### config.mk
export PLATFORM = sky130hd
export DESIGN_NAME = err_monitor
export DESIGN_NICKNAME = d
export VERILOG_FILES = /design/src/rtl/err_monitor_pkg.sv /design/src/rtl/err_monitor_popcount.sv /design/src/rtl/err_monitor.sv
export SDC_FILE = /design/constraint.sdc
export NUM_CORES = 1
export LEC_CHECK = 0
export CORE_MARGIN = 2
export CORE_UTILIZATION = 40
export CTS_CLUSTER_SIZE = 28
export DETAILED_ROUTE_END_ITERATION = 8
export GPL_ROUTABILITY_DRIVEN = 0
export HOLD_SLACK_MARGIN = 0.02
export PLACE_DENSITY = 0.67
export SYNTH_ARGS = -nofsm -noshare
export SYNTH_HDL_FRONTEND = slang
export SYNTH_HIERARCHICAL = 1
export SYNTH_SLANG_ARGS = --single-unit
### constraint.sdc
create_clock -name clk -period 3.2 [get_ports clk]
set_input_delay 0.64 -clock clk [delete_from_list [all_inputs] [get_ports clk]]
set_output_delay 0.64 -clock clk [all_outputs]
set_load 0.005 [all_outputs]
### src/rtl/err_monitor_pkg.sv
// Shared types and constants for the err_monitor bit-error statistics block.
package err_monitor_pkg;

    localparam int BURST_W = 8;
    localparam int HIST_W  = 8;

    typedef enum logic [1:0] {
        IDLE  = 2'd0,
        BURST = 2'd1,
        ALARM = 2'd2
    } state_t;

endpackage

### src/rtl/err_monitor_popcount.sv
// bit_popcount: purely combinational count of the set bits in an N-bit word.
module bit_popcount #(
    parameter int N = 5
) (
    input  logic [N-1:0]             data_i,
    output logic [$clog2(N+1)-1:0]   count_o
);

    localparam int W = $clog2(N + 1);

    // NOTE: assign a default before the loop so every path drives count_o and no latch is inferred.
    always_comb begin
        count_o = '0;
        for (int i = 0; i < N; i++) begin
            count_o = count_o + W'(data_i[i]);
        end
    end

endmodule

### src/rtl/err_monitor.sv
// err_monitor: compares a received stream against its reference and keeps error statistics.
// Optional per-bit position histogram is built when ERR_MONITOR_POS_HIST_EN is defined.
module err_monitor
    import err_monitor_pkg::*;
#(
    parameter int N        = 5,
    parameter int CNT_W    = 16,
    parameter int BURST_TH = 3
) (
    input  logic                  clk,
    input  logic                  reset,
    input  logic                  valid,
    input  logic [N-1:0]          ref_word,
    input  logic [N-1:0]          rx_word,
    input  logic                  clear,
    output logic [CNT_W-1:0]      word_cnt,
    output logic [CNT_W-1:0]      word_err_cnt,
    output logic [CNT_W-1:0]      bit_err_cnt,
    output logic [BURST_W-1:0]    burst_len,
    output logic [BURST_W-1:0]    max_burst,
    output logic [N-1:0]          last_err,
    output logic                  alarm,
    output logic [1:0]            state
`ifdef ERR_MONITOR_POS_HIST_EN
   ,output logic [N*HIST_W-1:0]   pos_hist
`endif
);

    localparam int PC_W  = $clog2(N + 1);
    localparam int SUM_W = ((CNT_W > PC_W) ? CNT_W : PC_W) + 1;
    localparam logic [SUM_W-1:0] CNT_MAX = {{(SUM_W - CNT_W){1'b0}}, {CNT_W{1'b1}}};

    logic [N-1:0]       diff;
    logic [PC_W-1:0]    pc;
    logic               err;
    logic [SUM_W-1:0]   bit_sum;

    logic [CNT_W-1:0]   word_cnt_q, word_cnt_d;
    logic [CNT_W-1:0]   word_err_cnt_q, word_err_cnt_d;
    logic [CNT_W-1:0]   bit_err_cnt_q, bit_err_cnt_d;
    logic [BURST_W-1:0] burst_len_q, burst_len_d;
    logic [BURST_W-1:0] max_burst_q, max_burst_d;
    logic [N-1:0]       last_err_q, last_err_d;
    state_t             state_q, state_d;

    assign diff    = rx_word ^ ref_word;
    assign err     = |diff;
    assign bit_sum = SUM_W'(bit_err_cnt_q) + SUM_W'(pc);

    bit_popcount #(.N(N)) u_popcount (
        .data_i  (diff),
        .count_o (pc)
    );

    // Statistics datapath; clear outranks valid so a coincident sample is dropped.
    always_comb begin
        word_cnt_d     = word_cnt_q;
        word_err_cnt_d = word_err_cnt_q;
        bit_err_cnt_d  = bit_err_cnt_q;
        burst_len_d    = burst_len_q;
        max_burst_d    = max_burst_q;
        last_err_d     = last_err_q;
        if (clear) begin
            word_cnt_d     = '0;
            word_err_cnt_d = '0;
            bit_err_cnt_d  = '0;
            burst_len_d    = '0;
            max_burst_d    = '0;
            last_err_d     = '0;
        end else if (valid) begin
            if (!(&word_cnt_q))
                word_cnt_d = word_cnt_q + CNT_W'(1);
            if (err && !(&word_err_cnt_q))
                word_err_cnt_d = word_err_cnt_q + CNT_W'(1);
            bit_err_cnt_d = (bit_sum > CNT_MAX) ? {CNT_W{1'b1}} : CNT_W'(bit_sum);
            if (err) begin
                last_err_d = diff;
                if (!(&burst_len_q))
                    burst_len_d = burst_len_q + BURST_W'(1);
            end else begin
                burst_len_d = '0;
            end
            if (burst_len_d > max_burst_q)
                max_burst_d = burst_len_d;
        end
    end

    // FSM: next-state logic
    always_comb begin
        state_d = state_q;
        unique case (state_q)
            IDLE: begin
                if (valid && err)
                    state_d = (BURST_TH == 1) ? ALARM : BURST;
            end
            BURST: begin
                if (valid)
                    state_d = !err ? IDLE
                            : (burst_len_d == BURST_W'(BURST_TH)) ? ALARM : BURST;
            end
            ALARM:   state_d = ALARM;
            default: state_d = IDLE;
        endcase
        if (clear)
            state_d = IDLE;
    end

    // FSM: state register, alongside the statistics registers.
    // NOTE: sequential state uses non-blocking assignments so all registers update from pre-edge values.
    always_ff @(posedge clk or posedge reset) begin
        if (reset) begin
            state_q        <= IDLE;
            word_cnt_q     <= '0;
            word_err_cnt_q <= '0;
            bit_err_cnt_q  <= '0;
            burst_len_q    <= '0;
            max_burst_q    <= '0;
            last_err_q     <= '0;
        end else begin
            state_q        <= state_d;
            word_cnt_q     <= word_cnt_d;
            word_err_cnt_q <= word_err_cnt_d;
            bit_err_cnt_q  <= bit_err_cnt_d;
            burst_len_q    <= burst_len_d;
            max_burst_q    <= max_burst_d;
            last_err_q     <= last_err_d;
        end
    end

    // FSM: outputs
    always_comb begin
        alarm = (state_q == ALARM);
        state = state_q;
    end

    assign word_cnt     = word_cnt_q;
    assign word_err_cnt = word_err_cnt_q;
    assign bit_err_cnt  = bit_err_cnt_q;
    assign burst_len    = burst_len_q;
    assign max_burst    = max_burst_q;
    assign last_err     = last_err_q;

`ifdef ERR_MONITOR_POS_HIST_EN
    logic [N*HIST_W-1:0] hist_q, hist_d;

    always_comb begin
        hist_d = hist_q;
        if (clear) begin
            hist_d = '0;
        end else if (valid) begin
            for (int i = 0; i < N; i++) begin
                if (diff[i] && !(&hist_q[i*HIST_W +: HIST_W]))
                    hist_d[i*HIST_W +: HIST_W] = hist_q[i*HIST_W +: HIST_W] + HIST_W'(1);
            end
        end
    end

    always_ff @(posedge clk or posedge reset) begin
        if (reset) hist_q <= '0;
        else       hist_q <= hist_d;
    end

    assign pos_hist = hist_q;
`endif

endmodule
==> results.yml, run 1 <==
yosys:
  ys_seq_area_frac: 0.4073
  synth_ff_type: "dfrtp_1"
  syn_nets: 505
  yosysTopAreaCellShare: 0.4073
  synthTopCellsByArea: "dfrtp_1 (41%), nor2_1 (6.1%), xor2_1 (4.8%)"
  syn_avg_cell_area_um2: 9.202
  synth.largest_area_cell: "dfrtp_1"
  ys_ff_latch: 71
  ys_types: 62
  synth_cells: 474
  syn_area_um2: 4362
  async_flop_share: 1.000
  ys_warn_count: 6
  synth_edf_count: 0
  ys_top_cells_by_count: "dfrtp_1 (71), nor2_1 (71), nand2_1 (40)"
pwr:
  powerDensity_nw_per_um2: 373.8
  p_leak_nw: 2.642
  ir_worst_vdd_mv: 0.2520
  p_total_mw: 2.302
worst_setup_path:
  cp_common_cell: "inv_2"
  crit_start: "ref_word[0]"
  reg2reg_depth: 10
  cp-start-kind: "primary input"
  worstReg2RegEnd: "max_burst[2]$_DFFE_PP0P_"
  end_kind: "flop"
  critical_path_class: "in2reg"
  slowest_delay_ns: 0.55
  r2r_start: "burst_len[3]$_DFF_PP0_"
  crit_slowest_cell: "fa_1"
  crit_path_end: "bit_err_cnt[2]$_DFFE_PP0P_"
  arrival_ns: 3.70
  worstPathMaxFanout: 5
  cp.required_ns: 3.46
  path_cells: "buf_8 > xor2_4 > inv_2 > fa_1 > inv_2 > fa_2 > ha_4 > inv_2 > fa_2 > nand2b_4 > a21oi_4 > nand2b_4 > or3_4 > a311oi_2"
  reg2reg_slack_ns: 0.15
final_layout:
  fin_area_um2: 6160
  drive_gt1_frac: 0.2241
  fillers: 987
  seqCellArea_um2: 1777
  diodes: 0
  fin_nets: 633
  post-route-util: 0.5732
  stdcell_count: 747
  multi_input_area_um2: 2641
  syn_to_final_growth_pct: 41.22
clocking:
  clock_latency_ns: 0.35
  h-tree-depth: 3
  cts.sinks: 71
  ctsRootBufferMaster: "clkbuf_8"
  clk_path_buf_depth: 2
  cts-buffers-inserted: 9
  cts_tree: "yes"
  clk_pin_slew_worst_paths_ns: 0.07
drt:
  vias: 4071
  antenna_left: 0
  via_per_inst: 5.450
  post_drt_wl_per_cell_um: 15.65
  wirelength_mm: 11.69
  drtIter0Drc: 217
  dr.pass1.iters: 4
  drc: 0
floorplan:
  die_w_um: 108.4
  die-area_um2: 11760
  io_pins: 86
  core_region_area_um2: 10750
  initial_core_util: 0.4059
  die_height_um: 108.4
  std_cell_rows: 38
global_route:
  grt_overflow_total: 0
  antenna_found_initial: 0
  grt_usage: 0.2096
  grt_start_max_net_pins: 66
  grt_pass1_wl_mm: 19.53
  grt_pass1_vias: 4029
sta:
  rsz0062_at_grt: "true"
  relSlewSlack: 0.4983
  worst_slack_ns: -0.2470
  final.min_clock_period_ns: 3.447
  finalSetupViolCount: 23
  fmax_mhz: 290.1
  maxSlewViolCount: 0
  tightest_slew_ns: 0.7525
  clock_skew_ns: 0.008180
  timing.hold.ws_ns: 0.5143
  fin_setup_tns_ns: -2.934
  period_share: 1.077
  hold_viol: 0
min_path:
  hold_path.class: "reg2reg"
placed_design:
  io_buffers: 85
  place_inst: 724
  place_ws_ns: -1.266
  dpl_cell_area_um2: 5683
  hpwl_mm: 8.312
run:
  cap_viol_max_count: 0
run_status:
  status: "complete, but fails checks"
  violations: "setup timing"
==> metal layers <==
| metal | global-route usage | wire length, um | up-vias | part of all wire |
|---|---|---|---|---|
| met4 | 0.06593 | 231 | 0 | 0.020 |
| met2 | 0.3339 | 5580 | 118 | 0.48 |
| li1 | - | - | 1941 | - |
| met5 | 0 | 0 | - | 0 |
| met3 | 0.04159 | 578 | 26 | 0.049 |
| met1 | 0.2869 | 5301 | 1986 | 0.45 |
==> power by group <==
part           switching [mW]  total (mW)  leakage (nW)  internal (mW)
logic                   0.256       0.512          1.55          0.256
clock network           0.359       0.839         0.112          0.480
registers              0.0294       0.952         0.979          0.922
==> worst min path at each step <==
stage / cells past startpoint / end / slack (ns) / startpoint
CTS: 1 / state[0]$_DFFE_PP0P_ / 0.51 / state[1]$_DFFE_PP0P_
global route: 1 / state[0]$_DFFE_PP0P_ / 0.53 / state[1]$_DFFE_PP0P_
detailed placement: 1 / state[0]$_DFFE_PP0P_ / 0.50 / state[1]$_DFFE_PP0P_
floorplan: 1 / state[0]$_DFFE_PP0P_ / 0.48 / state[1]$_DFFE_PP0P_
global placement: 1 / state[0]$_DFFE_PP0P_ / 0.49 / state[1]$_DFFE_PP0P_
finish: 1 / state[0]$_DFFE_PP0P_ / 0.51 / state[1]$_DFFE_PP0P_
==> final cells by class <==
class                      instances  share of cell area
clock buffer                      11             0.02458
clock inverter                     5             0.01300
inverter                          22             0.01341
multi-input combinational        361              0.4288
sequential                        71              0.2884
tap                              140             0.02844
timing repair buffer             137              0.2033
==> worst max-delay path: cells and delay by family <==
kind,cells,cell delay [ns]
adders and majority gates,4,1.57
xor gates and xnor gates,1,0.18
and+or+nand+nor,3,0.64
buffers and inverters,4,0.24
AOI/OAI and AO/OA,2,0.43
==> cell usage in the layout (no fill, tap or decap), types with 12 or more instances in the layout <==
cell type	count
clkdlybuf4s50_1	74
dfrtp_1	71
nor2_1	68
buf_4	48
nand2_1	39
xor2_1	21
nand3_1	20
inv_1	16
nand4_1	15
a21oi_1	15
and3_1	12
nor3_1	12
==> cell families after synthesis <==
group | count (synthesis) | synth area share
buf+inv | 43 | 0.03787
simple gates | 210 | 0.2395
mux | 15 | 0.03959
fa+ha+maj | 17 | 0.05393
xor+xnor | 32 | 0.06856
compound gates | 86 | 0.1532
flops | 71 | 0.4073
==> flip-flops by register name, summed over array words and instances (netlist names) <==
name / flops
bit_err_cnt: 16
burst_len: 8
last_err: 5
max_burst: 8
state: 2
word_cnt: 16
word_err_cnt: 16
==> timing repair <==
item / in CTS / in global routing
cloned: 1 / 0
endpoints found under the setup margin: 24 / 24
buffers inserted: 16 / 2
resized for setup: 72 / 7
hold buffers: 0 / 0
pin swaps: 30 / 14
endpoints found under the hold margin: 0 / 0
(Power assumes the default switching activity.)
==> run 2, diff against run 1 <==
--- a/config.mk
+++ b/config.mk
@@ -6,12 +6,12 @@
 export NUM_CORES = 1
 export LEC_CHECK = 0
 export CORE_MARGIN = 2
-export CORE_UTILIZATION = 40
+export CORE_UTILIZATION = 45
 export CTS_CLUSTER_SIZE = 28
 export DETAILED_ROUTE_END_ITERATION = 8
 export GPL_ROUTABILITY_DRIVEN = 0
 export HOLD_SLACK_MARGIN = 0.02
-export PLACE_DENSITY = 0.67
+export PLACE_DENSITY = 0.74
 export SYNTH_ARGS = -nofsm -noshare
 export SYNTH_HDL_FRONTEND = slang
 export SYNTH_HIERARCHICAL = 1
==> run 2 against run 1 <==
  * The run still ends with setup timing left
  * Design area fell by 0.65%
  * Hold slack improved by 0.0017 ns
  * Die area fell by 11%
  * Wire length hardly changed
  * First-iteration DRC count decreased by 18%
  * Worst setup slack better by 0.0066 ns
  * Sequential cell count did not move
  * Total power fell by 4.6%
  * Combinational power rose by 2%
  * Sequential power barely moved
  * Non-clock buffer count up 2
  * Clock skew hardly changed
  * Critical path type unchanged
  * Largest cell class unchanged
  * Largest power group unchanged
  * Highest routed layer unchanged
==> results.yml, run 2 (same netlist as run 1, synthesis figures left out) <==
clocking:
  ctsRootBufferMaster: "clkbuf_8"
  h-tree-depth: 3
  cts.sinks: 71
  clock_latency_ns: 0.36
  cts_tree: "yes"
  cts-buffers-inserted: 9
  clk_path_buf_depth: 2
  clk_pin_slew_worst_paths_ns: 0.08
final_layout:
  fin_nets: 635
  syn_to_final_growth_pct: 40.30
  multi_input_area_um2: 2625
  diodes: 0
  post-route-util: 0.6561
  seqCellArea_um2: 1777
  fillers: 761
  final_cell_mix: "clkdlybuf4s50_1 (74), dfrtp_1 (71), nor2_1 (68)"
  layout_commonest_cell: "clkdlybuf4s50_1"
  drive_gt1_frac: 0.2270
global_route:
  grt_pass1_wl_mm: 18.63
  grt_start_max_net_pins: 72
  grt_overflow_total: 0
  antenna_found_initial: 0
  grt_usage: 0.2246
  grt_pass1_vias: 3919
sta:
  maxSlewViolCount: 0
  worst_slack_ns: -0.2404
  relSlewSlack: 0.5120
  hold_viol: 0
  tightest_slew_ns: 0.7321
  period_share: 1.075
  fin_setup_tns_ns: -3.200
  clock_skew_ns: 0.008612
  finalSetupViolCount: 24
  final.min_clock_period_ns: 3.440
  rsz0062_at_grt: "true"
  fmax_mhz: 290.7
drt:
  wirelength_mm: 11.69
  drc: 0
  post_drt_wl_per_cell_um: 15.86
  antenna_left: 0
  vias: 4117
  drtIter0Drc: 178
  dr.pass1.iters: 5
  via_per_inst: 5.586
pwr:
  p_leak_nw: 2.651
  ir_worst_vdd_mv: 0.2305
  powerDensity_nw_per_um2: 358.8
worst_setup_path:
  arrival_ns: 3.70
  end_kind: "flop"
  cp-start-kind: "primary input"
  worstPathMaxFanout: 5
  cp.required_ns: 3.46
  critical_path_class: "in2reg"
floorplan:
  die_w_um: 102.5
  die_height_um: 102.5
  io_pins: 86
  initial_core_util: 0.4676
  die-area_um2: 10500
  std_cell_rows: 35
  core_region_area_um2: 9328
placed_design:
  io_buffers: 85
  hpwl_mm: 7.974
run_status:
  status: "complete, but fails checks"
  violations: "setup timing"
run:
  cap_viol_max_count: 0
min_path:
  hold_path.class: "reg2reg"
==> run 2: cell count changes in the layout (fill, tap and decap cells not counted), moves of 2 or more <==
cell,delta
clkinv_2,+2
clkbuf_8,-2
clkinv_4,+2
buf_6,+4
clkinvlp_4,-2
==> run 2: path summary, 6_finish.rpt <==
check | from | endpoint | slack [ns] | cells past startpoint
min in group asynchronous | reset | word_cnt[0]$_DFFE_PP0P_ | 0.66 | 3
worst max register to register | burst_len[2]$_DFF_PP0_ | max_burst[2]$_DFFE_PP0P_ | 0.21 | 11
max in group asynchronous | reset | burst_len[5]$_DFF_PP0_ | 2.22 | 3
worst min-delay path | state[1]$_DFFE_PP0P_ | state[0]$_DFFE_PP0P_ | 0.52 | 1
worst max-delay path | rx_word[3] | bit_err_cnt[1]$_DFFE_PP0P_ | -0.24 | 14
worst min register to register | state[1]$_DFFE_PP0P_ | state[0]$_DFFE_PP0P_ | 0.52 | 1
==> run 2: power breakdown <==
part | internal (mW) | switching (mW)
Sequential | 0.922 | 0.0305
Combinational | 0.259 | 0.263
Clock | 0.354 | 0.367
==> run 2: timing repair <==
item,CTS,global route
setup buffers,5,6
hold buffers,0,0
gates cloned,1,0
resized for setup,56,24
endpoints found under the setup margin,24,24
pin swaps,25,22
==> run 2: final cells by class <==
type / count / share of cell area
multi-input combinational: 361 / 0.4290
clock inverter: 6 / 0.01022
timing repair buffer: 139 / 0.2104
sequential: 71 / 0.2903
clock buffer: 9 / 0.02024
inverter: 22 / 0.01349
tap: 129 / 0.02638
==> run 2: metal layers <==
layer / vias up / track usage / wire length, um
met2: 127 / 0.3509 / 5614
met3: 16 / 0.03967 / 640
met1: 2034 / 0.3124 / 5249
met5: - / 0 / 0
li1: 1940 / - / -
met4: 0 / 0.08513 / 187
==> run 2: worst max-delay path, cell delays in order <==
cell	delay (ns)
buf_8	0.10
xor2_4	0.18
inv_2	0.06
fa_1	0.55
inv_2	0.05
fa_2	0.54
ha_4	0.13
inv_2	0.04
fa_2	0.36
nand2b_4	0.16
a21oi_4	0.15
nand2b_4	0.09
or3_4	0.38
a311oi_2	0.26
==> run 2: stage by stage <==
step / area (um2) / cells / worst slack, ns / hold WS [ns] / power [mW]
6_report: 6120 / 737 / -0.2404 / 0.5161 / 2.196
2_1_floorplan: 4413 / 474 / -0.5978 / 0.4823 / 1.233
3_3_place_gp: 5674 / 712 / -1.110 / 0.4904 / 1.419
4_1_cts: 5988 / 732 / -0.2712 / 0.5131 / 2.186
5_1_grt: 6120 / 737 / -0.3345 / 0.5274 / 2.294
3_5_place_dp: 5674 / 712 / -1.259 / 0.4896 / 1.431
==> run 3, diff against run 2 <==
--- a/config.mk
+++ b/config.mk
@@ -5,14 +5,14 @@
 export SDC_FILE = /design/constraint.sdc
 export NUM_CORES = 1
 export LEC_CHECK = 0
+export ABC_CLOCK_PERIOD_IN_PS = 3200
 export CORE_MARGIN = 2
 export CORE_UTILIZATION = 45
 export CTS_CLUSTER_SIZE = 28
 export DETAILED_ROUTE_END_ITERATION = 8
 export GPL_ROUTABILITY_DRIVEN = 0
 export HOLD_SLACK_MARGIN = 0.02
-export PLACE_DENSITY = 0.74
+export PLACE_DENSITY = 0.85
 export SYNTH_ARGS = -nofsm -noshare
 export SYNTH_HDL_FRONTEND = slang
-export SYNTH_HIERARCHICAL = 1
 export SYNTH_SLANG_ARGS = --single-unit
==> run 3 against run 2 <==
  * The flow still finishes with violations (setup timing)
  * Sequential share of layout area rose by 0.29 points
  * Fmax rose by 2.2%
  * Wire length rose by 1.7%
  * Register-to-register slack got worse by 0.02 ns
  * Critical endpoint is now bit_err_cnt[14]$_DFFE_PP0P_
  * Largest power group unchanged
==> results.yml, run 3 <==
placed_design:
  io_buffers: 85
  dpl_cell_area_um2: 5678
  place_inst: 711
  hpwl_mm: 8.390
  place_ws_ns: -0.9443
pwr:
  p_total_mw: 2.392
  p_leak_nw: 2.484
  powerDensity_nw_per_um2: 394.8
  ir_worst_vdd_mv: 0.3524
yosys:
  yosysTopAreaCellShare: 0.4099
  ys_ff_latch: 71
  synth_ff_type: "dfrtp_1"
  ys_top_cells_by_count: "dfrtp_1 (71), nor2_1 (69), nand2_1 (38)"
  ys_warn_count: 0
  syn_area_um2: 4334
  synthTopCellsByArea: "dfrtp_1 (41%), nor2_1 (6.0%), xnor2_1 (5.7%)"
  ys_seq_area_frac: 0.4099
  syn_nets: 512
  ys_types: 57
  syn_avg_cell_area_um2: 9.067
  synth_cells: 478
  synth_edf_count: 0
  yosysMostFrequentCell: "dfrtp_1"
  async_flop_share: 1.000
  synth.largest_area_cell: "dfrtp_1"
clocking:
  ctsRootBufferMaster: "clkbuf_8"
  cts-hold-fix-buffers: 0
  cts_tree: "yes"
  clock_latency_ns: 0.34
  cts.sinks: 71
  h-tree-depth: 3
  cts-buffers-inserted: 9
  clk_pin_slew_worst_paths_ns: 0.08
  clk_path_buf_depth: 2
sta:
  relSlewSlack: 0.5861
  final.min_clock_period_ns: 3.365
  worst_slack_ns: -0.1649
  tightest_slew_ns: 0.6161
  timing.hold.ws_ns: 0.4958
  finalSetupViolCount: 15
  rsz0062_at_grt: "true"
  fin_setup_tns_ns: -0.9394
  fmax_mhz: 297.2
  clock_skew_ns: 0.009133
  period_share: 1.052
  hold_viol: 0
  maxSlewViolCount: 0
drt:
  post_drt_wl_per_cell_um: 16.18
  wirelength_mm: 11.89
  antenna_left: 0
  drc: 0
  vias: 4180
  via_per_inst: 5.687
  drtIter0Drc: 316
  dr.pass1.iters: 5
run:
  cap_viol_max_count: 0
worst_setup_path:
  end_kind: "flop"
  cp_common_cell: "fa_1"
  cp.required_ns: 3.40
  worst-path-buf-inv: 3
  critical_path_class: "in2reg"
  path_cells: "clkdlybuf4s15_1 > xnor2_4 > inv_2 > fa_1 > ha_2 > fa_1 > fa_2 > a21oi_4 > nand2b_4 > nor2_4 > buf_6 > nor4bb_1 > nor3_1"
  reg2reg_depth: 13
  path_delay_family: "adder cells"
  cp-start-kind: "primary input"
  arrival_ns: 3.57
  worstPathMaxFanout: 4
  crit_cells: 13
  slowest_delay_ns: 0.53
  crit_slowest_cell: "fa_1"
final_layout:
  fillers: 729
  syn_to_final_growth_pct: 39.78
  fin_nets: 635
  final_cell_mix: "clkdlybuf4s50_1 (76), dfrtp_1 (71), nor2_1 (65)"
  drive_gt1_frac: 0.1881
  post-route-util: 0.6526
  multi_input_area_um2: 2577
  diodes: 0
  stdcell_count: 735
  layout_commonest_cell: "clkdlybuf4s50_1"
  seqCellArea_um2: 1777
  fin_area_um2: 6058
global_route:
  grt_pass1_wl_mm: 19.22
  grt_usage: 0.2294
  antenna_found_initial: 0
  grt_start_max_net_pins: 54
  grt_pass1_vias: 4109
  grt_overflow_total: 0
min_path:
  hold-path-cell-count: 1
  hold_path.class: "reg2reg"
floorplan:
  die-area_um2: 10430
  die_w_um: 102.1
  die_height_um: 102.1
  io_pins: 86
  initial_core_util: 0.4668
  std_cell_rows: 35
  core_region_area_um2: 9284
run_status:
  violations: "setup timing"
  status: "complete, but fails checks"
-- run 3: final timing paths --
kind	start	to	slack, ns
setup / recovery	ref_word[2]	bit_err_cnt[14]$_DFFE_PP0P_	-0.16
hold / removal	state[1]$_DFFE_PP0P_	state[0]$_DFFE_PP0P_	0.50
setup reg to reg	burst_len[0]$_DFF_PP0_	max_burst[5]$_DFFE_PP0P_	0.19
hold reg to reg	state[1]$_DFFE_PP0P_	state[0]$_DFFE_PP0P_	0.50
max in group asynchronous	reset	max_burst[1]$_DFFE_PP0P_	1.93
min in group asynchronous	reset	word_cnt[6]$_DFFE_PP0P_	0.64
-- run 3: cell families after synthesis --
family / synth area share
simple gates: 0.2451
buf+inv: 0.03984
fa+ha+maj: 0.06293
mux: 0.03089
compound gates: 0.1432
flops: 0.4099
xor+xnor: 0.06813
-- run 3: area by class of cell --
cell class	count	share of cell area
inverters	25	0.01549
flip-flops and latches	71	0.2933
well taps	129	0.02664
multi-input cells	364	0.4254
clock buffers	9	0.02045
clock inverters	7	0.01983
repair buffers	130	0.1989
-- run 3: repair_timing --
action	CTS	global route
setup buffers	4	4
hold endpoints to repair	0	0
pin swaps	19	10
resized for setup	44	9
endpoints found under the setup margin	24	24
-- run 3: worst register-to-register path, cell delays in order (launching register included) --
cell	delay [ns]
dfrtp_1	0.39
ha_1	0.28
and4_1	0.27
a21oi_1	0.20
nand2_1	0.12
xor2_1	0.21
nor2_1	0.08
ha_1	0.29
a21oi_1	0.13
nor2b_1	0.06
o21ai_0	0.15
nand2b_1	0.13
o221ai_4	0.23
mux2_2	0.37
-- run 3: power by group --
part / internal, mW / switching [mW] / total [mW] / leakage [nW]
sequential: 0.923 / 0.0350 / 0.958 / 0.978
clock: 0.521 / 0.368 / 0.889 / 0.120
combinational: 0.278 / 0.267 / 0.545 / 1.39
-- run 3: routing by layer --
| metal | global-route usage | vias up | share of wire |
|---|---|---|---|
| li1 | - | 1949 | - |
| met1 | 0.2973 | 2035 | 0.42 |
| met2 | 0.3831 | 170 | 0.49 |
| met3 | 0.05609 | 26 | 0.069 |
| met4 | 0.06769 | 0 | 0.019 |
| met5 | 0 | - | 0 |
